File: config.mk
export PLATFORM = sky130hd
export DESIGN_NAME = ysyx_23060180_mem_arbiter_flat
export DESIGN_NICKNAME = d
export VERILOG_FILES = /design/src/rtl/ysyx_23060180_pkg.sv /design/src/rtl/ysyx_23060180_mem_arbiter_if.sv /design/src/rtl/ysyx_23060180_mem_arb_pick.sv /design/src/rtl/ysyx_23060180_mem_arbiter.sv /design/src/flat_wrapper.sv
export SDC_FILE = /design/constraint.sdc
export NUM_CORES = 1
export LEC_CHECK = 0
export BUFFER_PORTS_ARGS = -buffer_cell sky130_fd_sc_hd__buf_2
export CORE_AREA = 2 2 117 119
export DETAILED_ROUTE_END_ITERATION = 8
export DIE_AREA = 0 0 119 121
export PLACE_DENSITY = 0.76
export SLEW_MARGIN = 20
export SYNTH_ARGS = -nofsm -noshare
export SYNTH_HDL_FRONTEND = slang
export SYNTH_SLANG_ARGS = --single-unit
File: constraint.sdc
create_clock -name clk -period 4.5 [get_ports clk]
set_input_delay 0.45 -clock clk [delete_from_list [all_inputs] [get_ports clk]]
set_output_delay 0.45 -clock clk [all_outputs]
set_load 0.01 [all_outputs]
File: src/rtl/ysyx_23060180_pkg.sv
`default_nettype none
// ============================================================================
// Module      : ysyx_23060180_pkg
// Description : Shared encodings and widths for the core memory arbiter.
// Revision    : 1.0
// ============================================================================
package ysyx_23060180_pkg;

    localparam int unsigned c_XLEN   = 32;
    localparam int unsigned c_MASK_W = c_XLEN / 8;

    typedef enum logic [1:0] {
        ST_IDLE = 2'd0,
        ST_REQ  = 2'd1,
        ST_WAIT = 2'd2
    } state_e;

    typedef enum logic {
        OWN_IFU = 1'b0,
        OWN_LSU = 1'b1
    } owner_e;

endpackage
`default_nettype wire

File: src/rtl/ysyx_23060180_mem_arbiter_if.sv
`default_nettype none
// ============================================================================
// Module      : ysyx_23060180_mem_arbiter_if
// Description : IFU, LSU and downstream memory signals seen by the arbiter.
// Revision    : 1.0
// ============================================================================
interface ysyx_23060180_mem_arbiter_if;
    import ysyx_23060180_pkg::*;

    logic                ifu_req;
    logic [c_XLEN-1:0]   ifu_addr;
    logic                ifu_gnt;
    logic                ifu_rvalid;
    logic [c_XLEN-1:0]   ifu_rdata;
    logic                ifu_err;

    logic                lsu_req;
    logic                lsu_we;
    logic [c_XLEN-1:0]   lsu_addr;
    logic [c_XLEN-1:0]   lsu_wdata;
    logic [c_MASK_W-1:0] lsu_wmask;
    logic                lsu_gnt;
    logic                lsu_rvalid;
    logic [c_XLEN-1:0]   lsu_rdata;
    logic                lsu_err;

    logic                mem_req;
    logic                mem_we;
    logic [c_XLEN-1:0]   mem_addr;
    logic [c_XLEN-1:0]   mem_wdata;
    logic [c_MASK_W-1:0] mem_wmask;
    logic                mem_ready;
    logic                mem_rvalid;
    logic [c_XLEN-1:0]   mem_rdata;

    // master: the arbiter itself; slave: the fetch/LSU stages plus memory
    modport master (
        input  ifu_req, ifu_addr,
        output ifu_gnt, ifu_rvalid, ifu_rdata, ifu_err,
        input  lsu_req, lsu_we, lsu_addr, lsu_wdata, lsu_wmask,
        output lsu_gnt, lsu_rvalid, lsu_rdata, lsu_err,
        output mem_req, mem_we, mem_addr, mem_wdata, mem_wmask,
        input  mem_ready, mem_rvalid, mem_rdata
    );

    modport slave (
        output ifu_req, ifu_addr,
        input  ifu_gnt, ifu_rvalid, ifu_rdata, ifu_err,
        output lsu_req, lsu_we, lsu_addr, lsu_wdata, lsu_wmask,
        input  lsu_gnt, lsu_rvalid, lsu_rdata, lsu_err,
        input  mem_req, mem_we, mem_addr, mem_wdata, mem_wmask,
        output mem_ready, mem_rvalid, mem_rdata
    );

endinterface
`default_nettype wire

File: src/rtl/ysyx_23060180_mem_arb_pick.sv
`default_nettype none
// ============================================================================
// Module      : ysyx_23060180_mem_arb_pick
// Description : LSU-priority pick with IFU anti-starvation override.
// Revision    : 1.0
// ============================================================================
module ysyx_23060180_mem_arb_pick
    import ysyx_23060180_pkg::*;
#(
    parameter int STARVE_LIMIT = 4,
    parameter int SW           = $clog2(STARVE_LIMIT + 1)
) (
    input  wire logic          ifu_req,
    input  wire logic          lsu_req,
    input  wire logic [SW-1:0] starve_cnt,
    output logic      [1:0]    gnt
);

    always_comb begin
        gnt = 2'b00;
        if (ifu_req && lsu_req) begin
            if (starve_cnt == SW'(STARVE_LIMIT)) begin
                gnt[OWN_IFU] = 1'b1;
            end else begin
                gnt[OWN_LSU] = 1'b1;
            end
        end else if (lsu_req) begin
            gnt[OWN_LSU] = 1'b1;
        end else if (ifu_req) begin
            gnt[OWN_IFU] = 1'b1;
        end
    end

endmodule
`default_nettype wire

File: src/rtl/ysyx_23060180_mem_arbiter.sv
`default_nettype none
// ============================================================================
// Module      : ysyx_23060180_mem_arbiter
// Description : Single-outstanding IFU/LSU memory arbiter with timeout.
// Revision    : 1.0
// ============================================================================
module ysyx_23060180_mem_arbiter
    import ysyx_23060180_pkg::*;
#(
    parameter int STARVE_LIMIT = 4,
    parameter int TIMEOUT      = 16,
    parameter int CNT_W        = 5
) (
    input  wire logic                   clk,
    input  wire logic                   rst,
    ysyx_23060180_mem_arbiter_if.master bus
);

    localparam int               c_SW       = $clog2(STARVE_LIMIT + 1);
    localparam logic [CNT_W-1:0] c_TMO_LAST = CNT_W'(TIMEOUT - 1);

    state_e              r_state;
    state_e              w_state_nxt;
    owner_e              r_owner;
    logic                r_mem_req;
    logic                r_mem_we;
    logic [c_XLEN-1:0]   r_mem_addr;
    logic [c_XLEN-1:0]   r_mem_wdata;
    logic [c_MASK_W-1:0] r_mem_wmask;
    logic                r_ifu_rvalid;
    logic                r_lsu_rvalid;
    logic                r_ifu_err;
    logic                r_lsu_err;
    logic [c_XLEN-1:0]   r_ifu_rdata;
    logic [c_XLEN-1:0]   r_lsu_rdata;
    logic [CNT_W-1:0]    r_tmo_cnt;
    logic [c_SW-1:0]     r_starve_cnt;
    logic [1:0]          w_pick;
    logic [1:0]          w_gnt;
    logic                w_rsp;
    logic                w_tmo;
    logic                w_lsu_store;
    logic [c_XLEN-1:0]   w_rsp_rdata;

    ysyx_23060180_mem_arb_pick #(
        .STARVE_LIMIT (STARVE_LIMIT),
        .SW           (c_SW)
    ) u_pick (
        .ifu_req    (bus.ifu_req),
        .lsu_req    (bus.lsu_req),
        .starve_cnt (r_starve_cnt),
        .gnt        (w_pick)
    );

    always_ff @(posedge clk) begin
        if (rst) begin
            r_state <= ST_IDLE;
        end else begin
            r_state <= w_state_nxt;
        end
    end

    // A real response wins over a timeout landing in the same cycle
    always_comb begin
        w_state_nxt = r_state;
        w_gnt       = 2'b00;
        w_rsp       = 1'b0;
        w_tmo       = 1'b0;
        case (r_state)
            ST_IDLE: begin
                w_gnt = w_pick;
                if (|w_pick) begin
                    w_state_nxt = ST_REQ;
                end
            end
            ST_REQ: begin
                if (bus.mem_ready && bus.mem_rvalid) begin
                    w_rsp       = 1'b1;
                    w_state_nxt = ST_IDLE;
                end else if (r_tmo_cnt == c_TMO_LAST) begin
                    w_rsp       = 1'b1;
                    w_tmo       = 1'b1;
                    w_state_nxt = ST_IDLE;
                end else if (bus.mem_ready) begin
                    w_state_nxt = ST_WAIT;
                end
            end
            ST_WAIT: begin
                if (bus.mem_rvalid) begin
                    w_rsp       = 1'b1;
                    w_state_nxt = ST_IDLE;
                end else if (r_tmo_cnt == c_TMO_LAST) begin
                    w_rsp       = 1'b1;
                    w_tmo       = 1'b1;
                    w_state_nxt = ST_IDLE;
                end
            end
            default: begin
                w_state_nxt = ST_IDLE;
            end
        endcase
    end

    assign w_lsu_store = w_gnt[OWN_LSU] & bus.lsu_we;
    assign w_rsp_rdata = (w_tmo || r_mem_we) ? '0 : bus.mem_rdata;

    always_ff @(posedge clk) begin
        if (rst) begin
            r_owner      <= OWN_IFU;
            r_mem_req    <= 1'b0;
            r_mem_we     <= 1'b0;
            r_mem_addr   <= '0;
            r_mem_wdata  <= '0;
            r_mem_wmask  <= '0;
            r_ifu_rvalid <= 1'b0;
            r_lsu_rvalid <= 1'b0;
            r_ifu_err    <= 1'b0;
            r_lsu_err    <= 1'b0;
            r_ifu_rdata  <= '0;
            r_lsu_rdata  <= '0;
            r_tmo_cnt    <= '0;
            r_starve_cnt <= '0;
        end else begin
            r_ifu_rvalid <= 1'b0;
            r_lsu_rvalid <= 1'b0;
            r_ifu_err    <= 1'b0;
            r_lsu_err    <= 1'b0;
            r_ifu_rdata  <= '0;
            r_lsu_rdata  <= '0;

            if (|w_gnt) begin
                r_owner     <= owner_e'(w_gnt[OWN_LSU]);
                r_mem_req   <= 1'b1;
                r_mem_we    <= w_lsu_store;
                r_mem_addr  <= w_gnt[OWN_LSU] ? bus.lsu_addr : bus.ifu_addr;
                r_mem_wdata <= w_lsu_store ? bus.lsu_wdata : '0;
                r_mem_wmask <= w_lsu_store ? bus.lsu_wmask : '0;
                r_tmo_cnt   <= '0;
            end else if (r_state != ST_IDLE) begin
                r_tmo_cnt <= r_tmo_cnt + 1'b1;
            end

            if ((r_state == ST_REQ && bus.mem_ready) || w_rsp) begin
                r_mem_req <= 1'b0;
            end

            if (w_rsp) begin
                if (r_owner == OWN_LSU) begin
                    r_lsu_rvalid <= 1'b1;
                    r_lsu_err    <= w_tmo;
                    r_lsu_rdata  <= w_rsp_rdata;
                end else begin
                    r_ifu_rvalid <= 1'b1;
                    r_ifu_err    <= w_tmo;
                    r_ifu_rdata  <= w_rsp_rdata;
                end
            end

            // Count only conflicts lost by IFU; saturate so the override sticks
            if (w_gnt[OWN_IFU]) begin
                r_starve_cnt <= '0;
            end else if (w_gnt[OWN_LSU] && bus.ifu_req &&
                         r_starve_cnt != c_SW'(STARVE_LIMIT)) begin
                r_starve_cnt <= r_starve_cnt + 1'b1;
            end
        end
    end

    assign bus.ifu_gnt    = w_gnt[OWN_IFU];
    assign bus.lsu_gnt    = w_gnt[OWN_LSU];
    assign bus.ifu_rvalid = r_ifu_rvalid;
    assign bus.ifu_rdata  = r_ifu_rdata;
    assign bus.ifu_err    = r_ifu_err;
    assign bus.lsu_rvalid = r_lsu_rvalid;
    assign bus.lsu_rdata  = r_lsu_rdata;
    assign bus.lsu_err    = r_lsu_err;
    assign bus.mem_req    = r_mem_req;
    assign bus.mem_we     = r_mem_we;
    assign bus.mem_addr   = r_mem_addr;
    assign bus.mem_wdata  = r_mem_wdata;
    assign bus.mem_wmask  = r_mem_wmask;

endmodule
`default_nettype wire

File: src/flat_wrapper.sv
// flat-port wrapper written by rule: the top's interface ports become plain ports
module ysyx_23060180_mem_arbiter_flat import ysyx_23060180_pkg::*;
#(
    parameter int STARVE_LIMIT = 4,
    parameter int TIMEOUT      = 16,
    parameter int CNT_W        = 5
)
  (clk, rst, bus_ifu_req, bus_ifu_addr, bus_ifu_gnt, bus_ifu_rvalid, bus_ifu_rdata, bus_ifu_err, bus_lsu_req, bus_lsu_we, bus_lsu_addr, bus_lsu_wdata, bus_lsu_wmask, bus_lsu_gnt, bus_lsu_rvalid, bus_lsu_rdata, bus_lsu_err, bus_mem_req, bus_mem_we, bus_mem_addr, bus_mem_wdata, bus_mem_wmask, bus_mem_ready, bus_mem_rvalid, bus_mem_rdata);
  ysyx_23060180_mem_arbiter_if bus_i ();
  input  wire logic clk;
  input  wire logic rst;
  input wire logic [$bits(bus_i.ifu_req)-1:0] bus_ifu_req;
  input wire logic [$bits(bus_i.ifu_addr)-1:0] bus_ifu_addr;
  output wire logic [$bits(bus_i.ifu_gnt)-1:0] bus_ifu_gnt;
  output wire logic [$bits(bus_i.ifu_rvalid)-1:0] bus_ifu_rvalid;
  output wire logic [$bits(bus_i.ifu_rdata)-1:0] bus_ifu_rdata;
  output wire logic [$bits(bus_i.ifu_err)-1:0] bus_ifu_err;
  input wire logic [$bits(bus_i.lsu_req)-1:0] bus_lsu_req;
  input wire logic [$bits(bus_i.lsu_we)-1:0] bus_lsu_we;
  input wire logic [$bits(bus_i.lsu_addr)-1:0] bus_lsu_addr;
  input wire logic [$bits(bus_i.lsu_wdata)-1:0] bus_lsu_wdata;
  input wire logic [$bits(bus_i.lsu_wmask)-1:0] bus_lsu_wmask;
  output wire logic [$bits(bus_i.lsu_gnt)-1:0] bus_lsu_gnt;
  output wire logic [$bits(bus_i.lsu_rvalid)-1:0] bus_lsu_rvalid;
  output wire logic [$bits(bus_i.lsu_rdata)-1:0] bus_lsu_rdata;
  output wire logic [$bits(bus_i.lsu_err)-1:0] bus_lsu_err;
  output wire logic [$bits(bus_i.mem_req)-1:0] bus_mem_req;
  output wire logic [$bits(bus_i.mem_we)-1:0] bus_mem_we;
  output wire logic [$bits(bus_i.mem_addr)-1:0] bus_mem_addr;
  output wire logic [$bits(bus_i.mem_wdata)-1:0] bus_mem_wdata;
  output wire logic [$bits(bus_i.mem_wmask)-1:0] bus_mem_wmask;
  input wire logic [$bits(bus_i.mem_ready)-1:0] bus_mem_ready;
  input wire logic [$bits(bus_i.mem_rvalid)-1:0] bus_mem_rvalid;
  input wire logic [$bits(bus_i.mem_rdata)-1:0] bus_mem_rdata;
  assign bus_i.ifu_req = bus_ifu_req;
  assign bus_i.ifu_addr = bus_ifu_addr;
  assign bus_ifu_gnt = bus_i.ifu_gnt;
  assign bus_ifu_rvalid = bus_i.ifu_rvalid;
  assign bus_ifu_rdata = bus_i.ifu_rdata;
  assign bus_ifu_err = bus_i.ifu_err;
  assign bus_i.lsu_req = bus_lsu_req;
  assign bus_i.lsu_we = bus_lsu_we;
  assign bus_i.lsu_addr = bus_lsu_addr;
  assign bus_i.lsu_wdata = bus_lsu_wdata;
  assign bus_i.lsu_wmask = bus_lsu_wmask;
  assign bus_lsu_gnt = bus_i.lsu_gnt;
  assign bus_lsu_rvalid = bus_i.lsu_rvalid;
  assign bus_lsu_rdata = bus_i.lsu_rdata;
  assign bus_lsu_err = bus_i.lsu_err;
  assign bus_mem_req = bus_i.mem_req;
  assign bus_mem_we = bus_i.mem_we;
  assign bus_mem_addr = bus_i.mem_addr;
  assign bus_mem_wdata = bus_i.mem_wdata;
  assign bus_mem_wmask = bus_i.mem_wmask;
  assign bus_i.mem_ready = bus_mem_ready;
  assign bus_i.mem_rvalid = bus_mem_rvalid;
  assign bus_i.mem_rdata = bus_mem_rdata;
  ysyx_23060180_mem_arbiter #(.STARVE_LIMIT(STARVE_LIMIT), .TIMEOUT(TIMEOUT), .CNT_W(CNT_W)) u_core (.clk(clk), .rst(rst), .bus(bus_i));
endmodule
# Yosys cells after proc, flatten, opt, wreduce, memory -nomap -nowiden
# Index checks and enable logic that the tools add are counted.
[totals]
reg_bits = 149
inputBits = 139
out_inout_bits = 140
word_cells = 73
[classes]
addsub = 2
n_eq_ne = 8
n_mux = 27
bitwise = 3
reduce_logical = 18
[ops]
columns = ["cell", "n"]
rows = [
  ["two-way mux 32 bit", 3],
  ["two-way mux 2 bit", 8],
  ["two-way mux 1 bit", 12],
  ["OR reduction 2 bit", 5],
  ["OR reduction 3 bit", 3],
  ["case mux 2 bit (3 select lines)", 1],
  ["adder 5 x 1 -> 5 bit, second input constant", 1],
  ["== test 5 x 4 -> 1 bit, second input constant", 1],
  ["logical AND 1 bit", 5],
  ["two-way mux 4 bit", 1],
  ["inequality test 4 x 2 -> 1 bit, second input constant", 1],
  ["case mux 1 bit (2 select lines)", 2],
  ["adder 3 x 1 -> 3 bit, second input constant", 1],
  ["== test 3 bit, second input constant", 1],
  ["inequality test 3 x 2 -> 1 bit, second input constant", 1],
  ["inequality test 3 bit, second input constant", 1],
  ["AND reduction 3 bit", 1],
  ["== test 2 x 1 -> 1 bit, second input constant", 1],
  ["== test 2 bit, second input constant", 1],
  ["logical NOT 2 bit", 1],
  ["logical OR 1 bit", 2],
  ["inequality test 2 x 1 -> 1 bit, second input constant", 1],
  ["inverter 1 bit", 2],
  ["nonzero test 2 bit", 1],
  ["bitwise AND 1 bit", 1],
]

# Depth between registers and ports, before layout
[logic_depth]
ltp_word = 6
depth_mapped = 8
depth_no_buf = 6

# Hierarchy
# Synthesis repeated with hierarchy kept, for this count alone.
[unflattened]
hier_cells = 519
area_unflattened_um2 = 5740.5
[modules_own_cells]
columns = ["mod", "n_inst", "cells_per_inst", "area_per_inst_um2", "seq_area_each_um2"]
rows = [
  ["ysyx_23060180_mem_arbiter", 1, 515, 5715.5, 2982.9],
  ["ysyx_23060180_mem_arb_pick", 1, 4, 25.0, 0.0],
]

# Worst setup path before layout
# Ideal clock, no wire load.
[synth_timing]
path_kind = "register -> output"
from = "register u_core.r_starve_cnt[0]"
to = "output bus_lsu_gnt"
arrival_time_ns = 1.496
required_time_ns = 4.050
path_slack_ns = 2.554
stages_incl_launch_ff = 9
path_buffers = 3
path_cell_list = "dfxtp_1 > inv_1 > ha_1 > and3_1 > buf_6 > or2_1 > clkbuf_1 > buf_2 > inv_1"
[synth_via]
elab_chain_cells = 4
[synth_rtl]
columns = ["element", "line_no", "rtl"]
rows = [
  ["start: declaration", "ysyx_23060180_mem_arbiter.sv:37", "logic [c_SW-1:0] r_starve_cnt;"],
  ["start signal: assignment", "ysyx_23060180_mem_arbiter.sv:164", "r_starve_cnt <= r_starve_cnt + 1'b1;"],
  ["== test 3 bit", "ysyx_23060180_mem_arb_pick.sv:22", "if (starve_cnt == SW'(STARVE_LIMIT)) begin"],
  ["two-way mux 1 bit", "ysyx_23060180_mem_arb_pick.sv:22", ""],
  ["two-way mux 2 bit", "ysyx_23060180_mem_arb_pick.sv:21", "if (ifu_req && lsu_req) begin"],
  ["two-way mux 2 bit", "ysyx_23060180_mem_arbiter.sv:69", "case (r_state)"],
  ["end: declaration", "flat_wrapper.sv:23", "output wire logic [$bits(bus_i.lsu_gnt)-1:0] bus_lsu_gnt;"],
]
# No other way between the ends.

# Worst setup path in the final report
# Ends and elaborated chain as after synthesis.

==> impl_metrics.tcl <==
set metrics [dict create \
    status "completed" \
    synth_top_cell_by_area "dfxtp_1" \
    grt_pass1_vias 4890 \
    post_drt_wl_per_cell_um 14.6 \
    finalNonFillerCells 1016 \
    hold_slack_ps 245 \
    max-cap-violations 0 \
    synthArstFlopShare_pct 0 \
    synthAdderAreaFrac_pct 1.66 \
    critical_path_class "reg -> out" \
    setup_viol 0 \
    avgSynthCellArea_um2 9.27 \
    drc 0 \
    tightestPinTransition_ps 1070 \
    cellPowerDensity_nw_per_um2 470 \
    insertion_delay_ps 420 \
    grt_max_degree 69 \
    routabilityCongestion 0.860 \
    yosysTopAreaCellShare_pct 56.5 \
    cts_resized 0 \
    grt_overflow 0 \
    htreeDepth 4 \
    yosysWarnings 0 \
    fin_total_pwr_mw 3.47 \
    peakVddDrop_mv 0.299 \
    grtUsageTotal_pct 20.4 \
    row_count 42 \
    drtIter0Drc 414 \
    cts_buffer_depth 2 \
    synth-edff-count 0 \
    rsz0062_at_grt "no" \
    synthFlopType "dfxtp_1" \
    clk_pin_slew_ps 60 \
    critPathLaunchType "flop" \
    postCtsHoldBufs 0 \
    diodes 0 \
    numClockSinks 149 \
    drive_gt1_share_pct 38.8 \
    synth-compound-area-share_pct 16.1 \
    dpl.cell_count 985 \
    fin_skew_ps 5.53 \
    ys_top_cells_by_area "dfxtp_1, nor3_1, a22o_1" \
    hpwl_mm 10.1 \
    grt_pass1_wl_mm 23.5 \
    setup-tns-final_ps 0 \
    path_max_fanout 34 \
    core_um2 13100 \
    clock-root-buffer "clkbuf_16" \
    crit_arrival_ps 2220 \
    io_pins 279 \
    hold_viol 0 \
    synthDistinctLibCells 36 \
    area_growth_pct 39.6 \
    post-synth-top-count-cell "dfxtp_1" \
    seq_area_frac_synth_pct 56.5 \
    synth_common_cells "dfxtp_1, nor3_1, nand2_1" \
    synth_top_family_by_area "simple AND/OR/NAND/NOR gates" \
    synthSimpleGateAreaFrac_pct 20.0 \
    syn_nets 716 \
    nets 974 \
    leakagePower_nw 3.50 \
    cts_setup_buffers 0 \
    dp_slack_ps 1960 \
    antenna_found_initial 0 \
    setup_ws_ps 1830 \
    fmax_mhz 375 \
    relSlewSlack_pct 28.5 \
    finalWirelength_mm 14.9 \
    first_pass_iters 5 \
    worstSetupEndpointType "primary output" \
    dieArea_um2 14400 \
    fillers 1162 \
    die_x_um 119 \
    die_h_um 121 \
    hold_path.class "in -> reg" \
    synth_seq_cells 149 \
    via_per_inst 5.04 \
    io_buffers 278 \
    ant_nets 0 \
    synth-xor-area-share_pct 0.498 \
    finalCritPeriodShare_pct 59.2 \
    tritoncts "yes" \
    worstPathRequired_ps 4050 \
    synth.mux.area_fraction_pct 0.379 \
    num_vias 5119 \
    period_needed_ps 2670 \
    syn-cell-area_um2 5280 \
    slew_viol_final 0 \
    synth_cells 570 \
    start_util_pct 40.4 \
    cts_buffers 17 \
]
final timing paths:
path                                 start                  endpoint  slack, ps  cells after the start
hold reg to reg   u_core.bus.mem_wdata[24]  u_core.bus.mem_wdata[24]        470                      1
setup reg to reg       u_core.r_tmo_cnt[0]        u_core.bus.ifu_err       1940                      7
setup / recovery    u_core.r_starve_cnt[0]               bus_lsu_gnt       1830                      8
hold / removal            bus_lsu_wmask[2]   u_core.bus.mem_wmask[2]        240                      2
placed cells by master, fill, tap and decap left out, drive strengths merged:
cell and count:
a211oi 32, a21boi 1, a21o 1, a21oi 7
a221oi 1, a22o 37, and2 1, and3 2
buf 288, bufinv 3, clkbuf 18, clkinv 2
clkinvlp 3, dfxtp 149, ha 7, inv 13
mux2i 2, nand2 73, nand2b 1, nand3 3
nand4b 2, nor2 45, nor2b 2, nor3 96
nor3b 4, nor4b 1, o211a 1, o211ai 1
o21a 2, o21ai 36, o21bai 1, o32ai 1
or2 1, xnor2 1, xor2 2
report_power, final:
part | total (mW) | switching [mW] | internal, mW | leakage, nW
Sequential | 1.45 | 0.0447 | 1.41 | 1.21
Clock | 1.46 | 0.564 | 0.892 | 0.292
Combinational | 0.558 | 0.339 | 0.219 | 1.99
Total | 3.47 | 0.947 | 2.52 | 3.50
area by class of cell:
type | instances | area [um2] | area share [%]
clock buffer | 18 | 439 | 5.96
clock inverter | 13 | 169 | 2.29
multi-input combinational | 364 | 2060 | 28.0
inverter | 8 | 30.0 | 0.407
sequential | 149 | 2980 | 40.5
tap | 176 | 220 | 2.99
timing repair buffer | 288 | 1470 | 19.9
per-stage QoR:
stage               instance area [um2]  utilization (%)
floorplan                          5280                -
global placement                   6760             51.7
detailed placement                 6760             51.7
CTS                                7370             56.3
global route                       7370             56.3
finish                             7370             56.3
kinds of logic after synthesis:
| group | count (synthesis) |
|---|---|
| fa+ha+maj | 7 |
| buf+inv | 57 |
| flops | 149 |
| mux | 2 |
| compound gates | 121 |
| xor+xnor | 3 |
| simple gates | 231 |
metal layers:
metal | vias up | track usage (%) | part of all wire (%)
met5 | - | 0 | 0
met4 | 0 | 9.08 | 2.6
met3 | 30 | 5.45 | 5.7
met2 | 200 | 35.0 | 50
met1 | 2380 | 24.0 | 41
li1 | 2509 | - | -
critical path, stage by stage, from the launching register on:
cell	delay, ps
dfxtp_1	320
inv_1	70
ha_1	170
and3_1	150
buf_4	350
or2_1	160
buf_4	340
inv_1	70
buf_2	140
sequential cells by signal, indices dropped and copies added (netlist names):
register               count
u_core.bus.lsu_rdata      32
u_core.bus.ifu_err         1
u_core.bus.mem_wdata      32
u_core.bus.mem_wmask       4
u_core.bus.ifu_rdata      32
u_core.r_state             2
u_core.r_starve_cnt        3
u_core.bus.mem_addr       32
u_core.bus.lsu_rvalid      1
u_core.bus.mem_req         1
u_core.r_tmo_cnt           5
u_core.r_owner             1
u_core.bus.lsu_err         1
u_core.bus.mem_we          1
u_core.bus.ifu_rvalid      1
No activity file was read; power rests on OpenSTA's default activity.
